**src/rtl/scalar_arb_pkg.sv**
```systemverilog
// scalar_arb_pkg: shared constants and types for the
// two-requester scalar memory arbiter.
package scalar_arb_pkg;

  localparam int NREQ     = 2;
  localparam int REQ_ID_W = 1;

  typedef logic [REQ_ID_W-1:0] req_id_t;

  typedef struct packed {
    logic    rd;
    req_id_t id;
  } tag_t;

  localparam tag_t TAG_IDLE = '{rd: 1'b0, id: '0};

  // Round-robin choice: a lone eligible requester wins,
  // a tie goes to the favoured one.
  function automatic req_id_t rr_pick(
    input logic [NREQ-1:0] elig,
    input req_id_t         favour
  );
    if (elig[0] && elig[1]) return favour;
    return elig[1] ? req_id_t'(1) : req_id_t'(0);
  endfunction

endpackage

```
**src/rtl/scalar_arb_resp_fifo.sv**
```systemverilog
// scalar_arb_resp_fifo: show-ahead response FIFO with
// occupancy count; push and pop may coincide at any level.
module scalar_arb_resp_fifo #(
  parameter  int DEPTH = 4,
  parameter  int WIDTH = 32,
  localparam int PW    = (DEPTH > 1) ? $clog2(DEPTH) : 1,
  localparam int CW    = $clog2(DEPTH + 1)
) (
  input  logic             clk,
  input  logic             srst,
  input  logic             push,
  input  logic [WIDTH-1:0] wdata,
  input  logic             pop,
  output logic             valid,
  output logic [WIDTH-1:0] rdata,
  output logic [CW-1:0]    count
);

  localparam logic [PW-1:0] LAST = PW'(DEPTH - 1);
  localparam logic [CW-1:0] FULL = CW'(DEPTH);

  logic [WIDTH-1:0] mem_q [DEPTH];
  logic [WIDTH-1:0] mem_d [DEPTH];
  logic [PW-1:0]    rd_ptr_q, rd_ptr_d;
  logic [PW-1:0]    wr_ptr_q, wr_ptr_d;
  logic [CW-1:0]    cnt_q, cnt_d;
  logic             do_pop;

  function automatic logic [PW-1:0] ptr_inc(
    input logic [PW-1:0] p
  );
    return (p == LAST) ? '0 : p + 1'b1;
  endfunction

  assign valid = (cnt_q != '0);
  assign rdata = mem_q[rd_ptr_q];
  assign count = cnt_q;

  // Next-state for storage, pointers and occupancy.
  always_comb begin
    do_pop   = pop && (cnt_q != '0);
    mem_d    = mem_q;
    rd_ptr_d = rd_ptr_q;
    wr_ptr_d = wr_ptr_q;
    cnt_d    = cnt_q;
    if (push) begin
      mem_d[wr_ptr_q] = wdata;
      wr_ptr_d        = ptr_inc(wr_ptr_q);
    end
    if (do_pop) begin
      rd_ptr_d = ptr_inc(rd_ptr_q);
    end
    unique case ({push, do_pop})
      2'b10:   cnt_d = cnt_q + 1'b1;
      2'b01:   cnt_d = cnt_q - 1'b1;
      default: cnt_d = cnt_q;
    endcase
  end

  // Pointer and count registers.
  always_ff @(posedge clk) begin
    if (srst) begin
      rd_ptr_q <= '0;
      wr_ptr_q <= '0;
      cnt_q    <= '0;
    end else begin
      rd_ptr_q <= rd_ptr_d;
      wr_ptr_q <= wr_ptr_d;
      cnt_q    <= cnt_d;
    end
  end

  // Data storage needs no reset; count gates visibility.
  always_ff @(posedge clk) begin
    mem_q <= mem_d;
  end

  // Upstream credits keep this FIFO from ever overflowing.
  always_ff @(posedge clk) begin
    if (!srst) begin
      assert (!(push && !do_pop && cnt_q == FULL));
    end
  end

endmodule

```
**src/rtl/scalar_mem_arbiter.sv**
```systemverilog
// scalar_mem_arbiter: round-robin sharing of one scalar
// memory port, with credit-guarded per-requester read FIFOs.
module scalar_mem_arbiter
  import scalar_arb_pkg::*;
#(
  parameter int AWIDTH     = 32,
  parameter int RD_LATENCY = 1,
  parameter int RESP_DEPTH = 4
) (
  input  logic              clk,
  input  logic              srst,
  input  logic              t0_valid,
  output logic              t0_ready,
  input  logic              t0_we,
  input  logic [3:0]        t0_mask,
  input  logic [AWIDTH-1:0] t0_addr,
  input  logic [31:0]       t0_data,
  input  logic              t1_valid,
  output logic              t1_ready,
  input  logic              t1_we,
  input  logic [3:0]        t1_mask,
  input  logic [AWIDTH-1:0] t1_addr,
  input  logic [31:0]       t1_data,
  output logic              i0_valid,
  input  logic              i0_ready,
  output logic [31:0]       i0_data,
  output logic              i1_valid,
  input  logic              i1_ready,
  output logic [31:0]       i1_data,
  output logic              m_t_valid,
  input  logic              m_t_ready,
  output logic              m_t_we,
  output logic [3:0]        m_t_mask,
  output logic [AWIDTH-1:0] m_t_addr,
  output logic [31:0]       m_t_data,
  input  logic              m_i_valid,
  input  logic [31:0]       m_i_data,
  output logic              err_orphan
);

  localparam int CW = $clog2(RESP_DEPTH + 1);
  localparam int WW = $clog2(RD_LATENCY + 1);
  localparam logic [CW-1:0] CRED_MAX = CW'(RESP_DEPTH);
  localparam logic [WW-1:0] WIN_INIT = WW'(RD_LATENCY);

  logic [NREQ-1:0] req_v, req_we, elig, grant;
  logic [NREQ-1:0] push, pop, rsp_v, rsp_rdy;
  logic [31:0]     rsp_d    [NREQ];
  logic [CW-1:0]   fifo_cnt [NREQ];
  logic [CW-1:0]   credit_q [NREQ];
  logic [CW-1:0]   credit_d [NREQ];
  tag_t            tag_q [RD_LATENCY];
  tag_t            tag_d [RD_LATENCY];
  tag_t            tag_out;
  req_id_t         winner, favour_q, favour_d;
  logic [WW-1:0]   win_q, win_d;
  logic            orphan_q, orphan_d;

  assign req_v   = {t1_valid, t0_valid};
  assign req_we  = {t1_we, t0_we};
  assign rsp_rdy = {i1_ready, i0_ready};

  assign t0_ready   = grant[0];
  assign t1_ready   = grant[1];
  assign i0_valid   = rsp_v[0];
  assign i1_valid   = rsp_v[1];
  assign i0_data    = rsp_d[0];
  assign i1_data    = rsp_d[1];
  assign err_orphan = orphan_q;
  assign pop        = rsp_v & rsp_rdy;
  assign tag_out    = tag_q[RD_LATENCY-1];

  // Eligibility and round-robin grant; reads need credit.
  always_comb begin
    for (int n = 0; n < NREQ; n++) begin
      elig[n] = req_v[n] &&
                (req_we[n] || credit_q[n] < CRED_MAX);
    end
    winner   = rr_pick(elig, favour_q);
    grant    = '0;
    favour_d = favour_q;
    if (m_t_ready && !srst && (|elig)) begin
      grant[winner] = 1'b1;
      favour_d      = ~winner;
    end
  end

  // Forward the winner's command fields unmodified.
  always_comb begin
    m_t_valid = |grant;
    m_t_we    = winner[0] ? t1_we   : t0_we;
    m_t_mask  = winner[0] ? t1_mask : t0_mask;
    m_t_addr  = winner[0] ? t1_addr : t0_addr;
    m_t_data  = winner[0] ? t1_data : t0_data;
  end

  // Tag pipeline tracks read ownership through memory latency.
  always_comb begin
    tag_d[0].rd = m_t_valid && !m_t_we;
    tag_d[0].id = winner;
    for (int i = 1; i < RD_LATENCY; i++) begin
      tag_d[i] = tag_q[i-1];
    end
  end

  // Route responses; untagged ones flag an orphan after the window.
  always_comb begin
    push = '0;
    if (m_i_valid && tag_out.rd) begin
      push[tag_out.id] = 1'b1;
    end
    orphan_d = orphan_q ||
               (m_i_valid && !tag_out.rd && win_q == '0);
    win_d = (win_q != '0) ? win_q - 1'b1 : win_q;
  end

  // Credit = reads outstanding plus responses still queued.
  always_comb begin
    for (int n = 0; n < NREQ; n++) begin
      credit_d[n] = credit_q[n];
      unique case ({grant[n] && !req_we[n], pop[n]})
        2'b10:   credit_d[n] = credit_q[n] + 1'b1;
        2'b01:   credit_d[n] = credit_q[n] - 1'b1;
        default: credit_d[n] = credit_q[n];
      endcase
    end
  end

  // Arbiter state registers.
  always_ff @(posedge clk) begin
    if (srst) begin
      for (int n = 0; n < NREQ; n++) begin
        credit_q[n] <= '0;
      end
      for (int i = 0; i < RD_LATENCY; i++) begin
        tag_q[i] <= TAG_IDLE;
      end
      favour_q <= '0;
      win_q    <= WIN_INIT;
      orphan_q <= 1'b0;
    end else begin
      for (int n = 0; n < NREQ; n++) begin
        credit_q[n] <= credit_d[n];
      end
      for (int i = 0; i < RD_LATENCY; i++) begin
        tag_q[i] <= tag_d[i];
      end
      favour_q <= favour_d;
      win_q    <= win_d;
      orphan_q <= orphan_d;
    end
  end

  // Queued responses can never exceed held credit.
  always_ff @(posedge clk) begin
    if (!srst) begin
      for (int n = 0; n < NREQ; n++) begin
        assert (fifo_cnt[n] <= credit_q[n]);
      end
    end
  end

  for (genvar n = 0; n < NREQ; n++) begin : g_fifo
    scalar_arb_resp_fifo #(
      .DEPTH (RESP_DEPTH),
      .WIDTH (32)
    ) u_fifo (
      .clk   (clk),
      .srst  (srst),
      .push  (push[n]),
      .wdata (m_i_data),
      .pop   (pop[n]),
      .valid (rsp_v[n]),
      .rdata (rsp_d[n]),
      .count (fifo_cnt[n])
    );
  end

endmodule

```
**config.mk**
```make
export PLATFORM = sky130hd
export DESIGN_NAME = scalar_mem_arbiter
export DESIGN_NICKNAME = d
export VERILOG_FILES = /design/src/rtl/scalar_arb_pkg.sv /design/src/rtl/scalar_arb_resp_fifo.sv /design/src/rtl/scalar_mem_arbiter.sv
export SDC_FILE = /design/constraint.sdc
export NUM_CORES = 1
export LEC_CHECK = 0
export CORE_UTILIZATION = 48
export DETAILED_ROUTE_END_ITERATION = 7
export PLACE_DENSITY = 0.86
export SLEW_MARGIN = 20
export SYNTH_ARGS = -nofsm -noshare
export SYNTH_HDL_FRONTEND = slang
export SYNTH_HIERARCHICAL = 1
export SYNTH_SLANG_ARGS = --single-unit
```
**constraint.sdc**
```tcl
create_clock -name clk -period 3.5 [get_ports clk]
set_input_delay 0.7 -clock clk [delete_from_list [all_inputs] [get_ports clk]]
set_output_delay 0.7 -clock clk [all_outputs]
set_load 0.02 [all_outputs]
```
# Word-level counts from Yosys, hierarchy flattened

Memories as Yosys holds them, arrays and structs flattened.
Cells that the tools add are included.
Widths: inputs -> output; s select.

Flip-flop bits (word level): 273
RAM bits: 8
Output and inout port bits: 139
Word-level logic and storage cells: 139
Memories: 2

Memories:

| name     | words | bits a word | rd ports | clocked after Yosys merged registers in | write ports | RTL line                 | text |
|---|---|---|---|---|---|---|---|
| credit_q | 2     | 3           | 2        | 0                                       | 2           | scalar_mem_arbiter.sv:50 | `logic [CW-1:0] credit_q [NREQ];` |
| tag_q    | 1     | 2           | 1        | 0                                       | 1           | scalar_mem_arbiter.sv:52 | `tag_t tag_q [RD_LATENCY];` |

Add/sub/neg operators: 13
Order comparisons: 12
Equal/unequal tests: 12
Multiplexer cells: 42
Bitwise operators: 9
Reduce and logical (&&, ||, !) cells: 32

Operators with widths:

| cell                | number |
|---|---|
| $bwmux 128          | 2 |
| $mux 32             | 8 |
| $bmux 32 s2         | 2 |
| $demux 32 s2        | 2 |
| $pmux 3 s2          | 4 |
| $logic_and 1x1->1   | 17 |
| $eq 2x2->1 const B  | 8 |
| $mux 2              | 7 |
| $add 3x1->3 const B | 4 |
| $ge 3x3->1 const B  | 4 |
| $mux 1              | 12 |
| $not 2->3           | 4 |
| $sub 3x1->3 const B | 4 |
| $add 2x1->2 const B | 4 |
| $eq 2x1->1 const B  | 4 |
| $lt 3x1->1 const B  | 2 |
| $lt 3x3->1 const B  | 2 |
| $mux 3              | 2 |
| $reduce_bool 3->1   | 2 |
| $reduce_or 2->1     | 3 |
| $logic_not 1->1     | 5 |
| $lt 1x2->1 const B  | 2 |
| $mux 4              | 1 |
| $reduce_bool 2->1   | 2 |
| other kinds (7)     | 13 |

# Depth between registers and ports, before layout

Gate-level depths: netlist of run 1.

Depth in word-level cells: 15
Depth in mapped cells: 10
Depth with buffers taken out: 10

# Modules after synthesis

Netlist of run 1, hierarchy kept.

By module, submodules not included:

| module               | instances | cells an instance | area an instance (sq um) | sequential area each (sq um) |
|---|---|---|---|---|
| scalar_arb_resp_fifo | 2         | 214               | 5049.8                   | 3983.8 |
| scalar_mem_arbiter   | 1         | 140               | 1443.9                   | 220.2 |

# Worst setup path before layout of run 1

Ideal clock, no wire load.

Path type: input port to flip-flop
From: in t1_we
To: mem credit_q[0][2] (netlist bit)
Arrival time: 2674 ps
Required time: 3430 ps
Slack: 756 ps
Cell stages on the path: 8
Cells stage by stage: nand2b_1 > and2_1 > a2111o_1 > ha_1 > fa_1 > xnor2_1 > or3_1 > a21oi_1

RTL lines:

| what        | RTL line                 | text |
|---|---|---|
| from (decl) | scalar_mem_arbiter.sv:20 | `input logic t1_we,` |
| to (decl)   | scalar_mem_arbiter.sv:50 |  |

# Worst setup path after layout of run 1

From: in t0_valid
To: out m_t_data[7]

Longest elaborated chain between the ends: 5

Ends and longest elaborated chain:

| what              | RTL line                 | text |
|---|---|---|
| from (decl)       | scalar_mem_arbiter.sv:12 | `input logic t0_valid,` |
| $logic_and 1x1->1 | scalar_mem_arbiter.sv:76 | `elig[n] = req_v[n] &&` |
| $logic_and 1x1->1 | scalar_arb_pkg.sv:23     | `if (elig[0] && elig[1]) return favour;` |
| $mux 1            | scalar_arb_pkg.sv:23     |  |
| $mux 1            | scalar_arb_pkg.sv:24     | `return elig[1] ? req_id_t'(1) : req_id_t'(0);` |
| $mux 32           | scalar_mem_arbiter.sv:94 | `m_t_data = winner[0] ? t1_data : t0_data;` |
| to (decl)         | scalar_mem_arbiter.sv:35 | `output logic [31:0] m_t_data,` |

No other way between the ends.

==> flow_summary_export.csv, run 1 <==
group,metric,value,unit
status,status,"complete, no violations",
hold_path,min_path_type,"flop to flop",
drt,wl,31600,um
flow_run,max-cap-violations,0,
cells_and_area,fin_cells,1261,
cells_and_area,nets,1110,
clock_network,cts_tree,"built",
cells_and_area,layout-drive-gt1-share,0.201,
cells_and_area,mostFrequentLayoutCell,"clkdlybuf4s50_1",
sta,fmax,292,MHz
grt,grt_overflow_total,0,
logic_synthesis,netlist_area,11500,um2
critical_path,cp_data_arrival_time,2.73,ns
clock_network,htreeDepth,1,
floorplan,io_pins,317,
critical_path,critPathRequiredTime,2.80,ns
clock_network,cts_root_buffer,"clkbuf_16",
logic_synthesis,ys_ff_latch,281,
floorplan,fp.dieH,157,um
placed_design,gp_congestion,0.899,
critical_path,endpoint_kind,"primary output",
clock_network,cts_buffer_depth,3,
grt,grt_pass1_vias,7052,
sta,finalCriticalPeriod,3.43,ns
cells_and_area,fillers,1581,
drt,ant_nets,0,
power,p_leak,5.56,nW
placed_design,dp_hpwl,22400,um
drt,routed_via_density,5.44,
critical_path,cp-start-kind,"input port",
cells_and_area,most-common-layout-cells,"clkdlybuf4s50_1 (290), edfxtp_1 (256), mux4_2 (63), mux2_2 (39), mux2_1 (30)",
placed_design,io_buffer_count,316,
sta,fin_ws,0.0725,ns
logic_synthesis,yosysSeqAreaShare,0.709,
logic_synthesis,syn_inst,568,
clock_network,clock_latency,0.54,ns
sta,hold_viol,0,
floorplan,die_area,24700,um2
sta,setup_violations,0,
drt,drc_errors,0,
placed_design,preCtsSetupSlack,0.0804,ns
drt,first_pass_iters,4,
hold_path,hold_depth,2,
clock_network,cts_buffers,27,
floorplan,die_w,157,um
critical_path,crit_fanout,12,
power,power_density,450,nW/um2
critical_path,worstRegToRegCells,10,
logic_synthesis,synth_area_per_cell,20.3,um2
sta,tightest_slew,0.580,ns
grt,antenna_found_initial,17,
cells_and_area,area_growth,40.1,%
drt,initialDrtViolationCount,580,
logic_synthesis,synth.distinct_cells,35,
sta,clock_skew,0.0250,ns
power,irDropWorstVdd,0.341,mV
floorplan,start_util,0.490,
logic_synthesis,yosys_warnings,6,
clock_network,clk_pin_slew,0.06,ns
placed_design,dp_cells,1202,
grt,grt_pass1_wl,43600,um
grt,grt_max_degree,37,
logic_synthesis,syn_nets,764,
grt,grt_usage,0.252,
sta,slew_headroom,0.613,
drt,dr_total_vias,6859,
floorplan,rows,56,
drt,wl_per_cell,25.0,um
sta,slew_viol_final,0,
clock_network,cts.sinks,281,
critical_path,criticalPathCategory,"input port to primary output",
sta,fin_crit_sh,0.979,
floorplan,fp.coreArea,23500,um2
-- synth_stat cells, drive strengths merged --
| master | number | area share |
|---|---|---|
| or3 | 9 | 0.0049 |
| a311oi | 1 | 0.00076 |
| nor2b | 1 | 0.00054 |
| nor2 | 21 | 0.0068 |
| mux2i | 6 | 0.0052 |
| mux4 | 64 | 0.13 |
| nor3b | 4 | 0.0026 |
| nand2 | 5 | 0.0016 |
| xor2 | 6 | 0.0046 |
| buf | 21 | 0.018 |
| dfxtp | 25 | 0.043 |
| a21oi | 11 | 0.0054 |
| and3 | 1 | 0.00054 |
| a2111o | 1 | 0.00098 |
| o211ai | 1 | 0.0018 |
| nor3 | 1 | 0.00043 |
| fa | 4 | 0.0069 |
| mux2 | 69 | 0.067 |
| o21ai | 5 | 0.0022 |
| a211oi | 1 | 0.00065 |
| and2 | 11 | 0.0060 |
| nand3 | 1 | 0.00043 |
| nand2b | 4 | 0.0022 |
| a31oi | 2 | 0.0011 |
| edfxtp | 256 | 0.67 |
| ha | 14 | 0.015 |
| o31ai | 2 | 0.0022 |
| clkbuf | 3 | 0.00098 |
| inv | 16 | 0.0052 |
| xnor2 | 2 | 0.0015 |
-- power by group --
part / internal [mW] / switching, mW / total, mW
clock network: 1.72 / 1.21 / 2.94
registers: 3.67 / 0.00655 / 3.68
logic: 0.384 / 0.290 / 0.674
-- routing by layer --
layer | vias up | part of all wire | GRT usage | routed length [um]
met4 | 6 | 0.037 | 0.129 | 1180
met1 | 3457 | 0.35 | 0.293 | 11100
met5 | - | 0.0013 | 0 | 41
met2 | 364 | 0.52 | 0.433 | 16500
met3 | 47 | 0.088 | 0.0633 | 2760
li1 | 2985 | - | - | -
-- sequential cells by signal, summed over array words and instances (netlist names) --
signal	count
credit_q	6
err_orphan	1
favour_q	1
g_fifo.u_fifo/count	6
g_fifo.u_fifo/mem_q	256
g_fifo.u_fifo/rd_ptr_q	4
g_fifo.u_fifo/wr_ptr_q	4
tag_q	2
win_q	1
-- through the flow --
step	power, mW	util	TNS [ns]	hold WS [ns]	cell area, um2
after floorplan	3.99	-	0	0.472	11500
after global placement	4.41	0.643	0	0.455	15100
after detailed placement	4.42	0.643	0	0.472	15100
after CTS	7.33	0.682	0	0.481	16100
after global routing	7.49	0.687	-0.00243	0.498	16200
final	7.28	0.687	0	0.475	16200
-- path summary, 6_finish.rpt --
path / startpoint / endpoint / slack (ns)
setup / recovery: t0_valid / m_t_data[7] / 0.07
hold / removal: err_orphan / err_orphan / 0.48
setup reg to reg: credit_q[0][2] / credit_q[0][5] / 0.74
hold reg to reg: err_orphan / err_orphan / 0.48
-- critical path, cell delays in order --
cell	delay, ns
clkdlybuf4s50_1	0.47
nand2b_1	0.11
o211ai_4	0.22
buf_12	0.15
buf_4	0.19
mux2_2	0.35
clkdlybuf4s50_1	0.53
-- logic make-up (layout without fill, tap and decap cells) --
group | after synthesis | count (layout) | synth area share
other cells | 0 | 8 | 0
flops | 281 | 281 | 0.709
compound gates | 24 | 24 | 0.0151
buf+inv | 40 | 406 | 0.0237
mux | 139 | 139 | 0.198
fa+ha+maj | 18 | 18 | 0.0221
simple gates | 58 | 58 | 0.0260
xor+xnor | 8 | 8 | 0.00607
-- timing repair --
item / in CTS / in global routing
setup buffers: 0 / 1
gates resized for setup: 0 / 24
hold buffers: 0 / 0
endpoints found under the setup margin: 0 / 35
-- area by class of cell --
type / instances / area, um2 / area share
sequential: 281 / 8190 / 0.506
timing repair buffer: 341 / 3510 / 0.217
multi-input combinational: 247 / 3090 / 0.191
clock buffer: 30 / 687 / 0.0425
tap: 319 / 399 / 0.0247
clock inverter: 19 / 215 / 0.0133
inverter: 16 / 60.1 / 0.00371
antenna: 8 / 20.0 / 0.00124
No activity file was read; power rests on OpenSTA's default activity.
==> run 2: changes to the inputs <==
--- a/config.mk
+++ b/config.mk
@@ -8,6 +8,7 @@
 export CORE_UTILIZATION = 48
 export DETAILED_ROUTE_END_ITERATION = 7
 export PLACE_DENSITY = 0.86
+export SKIP_CTS_REPAIR_TIMING = 1
 export SLEW_MARGIN = 20
 export SYNTH_ARGS = -nofsm -noshare
 export SYNTH_HDL_FRONTEND = slang
==> results of run 2 <==
Final layout, timing and power as in run 1 (identical DEF).
==> run 3: changes to the inputs <==
--- a/config.mk
+++ b/config.mk
@@ -5,9 +5,11 @@
 export SDC_FILE = /design/constraint.sdc
 export NUM_CORES = 1
 export LEC_CHECK = 0
-export CORE_UTILIZATION = 48
+export CELL_PAD_IN_SITES_DETAIL_PLACEMENT = 0
+export CELL_PAD_IN_SITES_GLOBAL_PLACEMENT = 1
+export CORE_UTILIZATION = 40
 export DETAILED_ROUTE_END_ITERATION = 7
-export PLACE_DENSITY = 0.86
+export PLACE_DENSITY = 0.85
 export SKIP_CTS_REPAIR_TIMING = 1
 export SLEW_MARGIN = 20
 export SYNTH_ARGS = -nofsm -noshare
==> run 3 against run 2 <==
Critical path depth is the same. Global-route usage is 5.0 points lower. Clock skew is 0.0048 ns lower. Critical endpoint is now m_t_addr[15]. Die area is 20% higher.
==> flow_summary_export.csv, run 3 (synthesis results as in run 1) <==
group,metric,value,unit
floorplan,die_w,172,um
drt,routed_via_density,5.02,
flow_run,max-cap-violations,0,
sta,hold_viol,0,
critical_path,critPathMaxStageDelay,0.56,ns
grt,use_met3,0.0513,
drt,initialDrtViolationCount,480,
grt,busiest_layer,"met2",
drt,drc_errors,0,
cells_and_area,regMostFlops,"g_fifo.u_fifo/mem_q",
critical_path,cp_data_arrival_time,2.73,ns
critical_path,reg2reg_slack,0.68,ns
clock_network,cts_buffer_depth,3,
placed_design,placed_cell_area,15300,um2
clock_network,clk_pin_slew,0.06,ns
sta,fmax,291,MHz
clock_network,htreeDepth,1,
cells_and_area,largest_reg_flops,256,
clock_network,cts.sinks,281,
hold_path,hold_start,"win_q",
cells_and_area,layout-drive-gt1-share,0.206,
critical_path,crit_buf_inv,4,
critical_path,crit_fanout,8,
cells_and_area,stdcell_area,16200,um2
power,irDropWorstVdd,0.372,mV
placed_design,gp_congestion,0.884,
hold_path,min_path_type,"flop to flop",
clock_network,cts_root_buffer,"clkbuf_16",
critical_path,slowest_stage,"clkdlybuf4s50_1",
critical_path,cp_common_cell,"clkdlybuf4s50_1",
grt,grt_max_degree,33,
clock_network,cts_buffers,27,
critical_path,cp_cell_sequence,"clkdlybuf4s50_1, nand2b_1, o211ai_4, buf_12, buf_4, mux2_2, clkdlybuf4s50_1",
sta,setup_violations,0,
cells_and_area,seq_area,8190,um2
floorplan,start_util,0.411,
sta,finalSetupTns,0,ns
drt,first_pass_iters,4,
sta,slew_viol_final,0,
cells_and_area,multiInputGateArea,3090,um2
power,p_leak,5.62,nW
cells_and_area,most-common-layout-cells,"clkdlybuf4s50_1 (279), edfxtp_1 (256), mux4_2 (63), mux2_2 (39)",
critical_path,r2r-end,"credit_q[0][5]",
sta,clock_skew,0.0202,ns
grt,grt_overflow_total,0,
cells_and_area,mostFrequentLayoutCell,"clkdlybuf4s50_1",
grt,grtUsageMet1,0.229,
placed_design,dp_hpwl,21500,um
status,status,"complete, no violations",
hold_path,holdPathEnd,"err_orphan",
clock_network,clock_latency,0.53,ns
critical_path,crit_family,"buffers and inverters",
grt,grt_usage,0.202,
critical_path,criticalPathCategory,"input port to primary output",
critical_path,critPathRequiredTime,2.80,ns
critical_path,reg2reg_from,"credit_q[0][2]",
power,power_density,438,nW/um2
drt,dr_total_vias,6636,
floorplan,io_pins,317,
cells_and_area,nets,1113,
floorplan,fp.coreArea,28100,um2
sta,fin_crit_sh,0.981,
drt,wl,30300,um
grt,antenna_found_initial,8,
critical_path,worstRegToRegCells,11,
drt,wl_per_cell,22.9,um
floorplan,die_area,29500,um2
cells_and_area,fillers,2173,
sta,finalCriticalPeriod,3.43,ns
grt,use_met2,0.364,
cells_and_area,area_growth,40.8,%
placed_design,io_buffer_count,316,
critical_path,cp-start-kind,"input port",
floorplan,fp.dieH,172,um
sta,slew_headroom,0.533,
critical_path,endpoint_kind,"primary output",
floorplan,rows,61,
sta,holdWs,0.497,ns
grt,grt_pass1_vias,6859,
clock_network,cts_tree,"built",
drt,ant_nets,0,
cells_and_area,final_util,0.579,
hold_path,hold_depth,3,
sta,tightest_slew,0.701,ns
grt,grt_pass1_wl,42700,um
==> run 3: cell types whose count changed in the layout (fill, tap and decap cells not counted), moves of 3 or more <==
cell	delta
buf_12	+3
buf_4	+5
clkdlybuf4s50_1	-11
clkinv_1	+3
diode_2	-3
dlymetal6s2s_1	+6
==> run 3: tightest hold or removal path: stages, from the launching register on <==
cell and delay (ns):
dfxtp_1 0.30, nor3b_1 0.04, nor2_1 0.08, nor2_1 0.05
==> run 3: how the worst max path moves through the flow <==
| stage | start | end | slack (ns) | depth (start not counted) |
|---|---|---|---|---|
| 3_3_place_gp | t0_valid | m_t_data[3] | -0.0006 | 6 |
| 4_1_cts | t0_valid | m_t_data[30] | -0.03 | 6 |
| 2_1_floorplan | t1_we | credit_q[0][2] | 0.76 | 8 |
| 3_5_place_dp | t0_valid | m_t_data[30] | -0.003 | 6 |
| 6_report | t0_valid | m_t_addr[15] | 0.07 | 7 |
| 5_1_grt | t0_valid | m_t_addr[15] | -0.01 | 7 |
==> run 3: through the flow <==
step                      power [mW]  worst slack (ns)  cells
after floorplan                 3.99             0.756    568
after global placement          4.42         -0.000631   1263
after detailed placement        4.42          -0.00312   1263
after CTS                       7.17           -0.0262   1313
after global routing            7.34           -0.0101   1319
final                           7.11            0.0650   1321
==> run 3: layer usage <==
layer	routed length [um]	share of wire
met1	11200	0.37
met4	1070	0.035
met5	13	0.00043
met2	15900	0.52
met3	2150	0.071
==> run 3: final cells by class <==
class,instances,area share
well taps,378,0.0291
clock inverters,19,0.00955
flip-flops and latches,281,0.504
repair buffers,344,0.220
diodes,5,0.000770
clock buffers,31,0.0425
inverters,16,0.00370
multi-input cells,247,0.190
==> run 3: report_power, final <==
group	switching [mW]	internal, mW	leakage, nW
logic	0.290	0.385	2.69
clock network	1.19	1.57	0.418
registers	0.00645	3.67	2.51
total	1.49	5.63	5.62
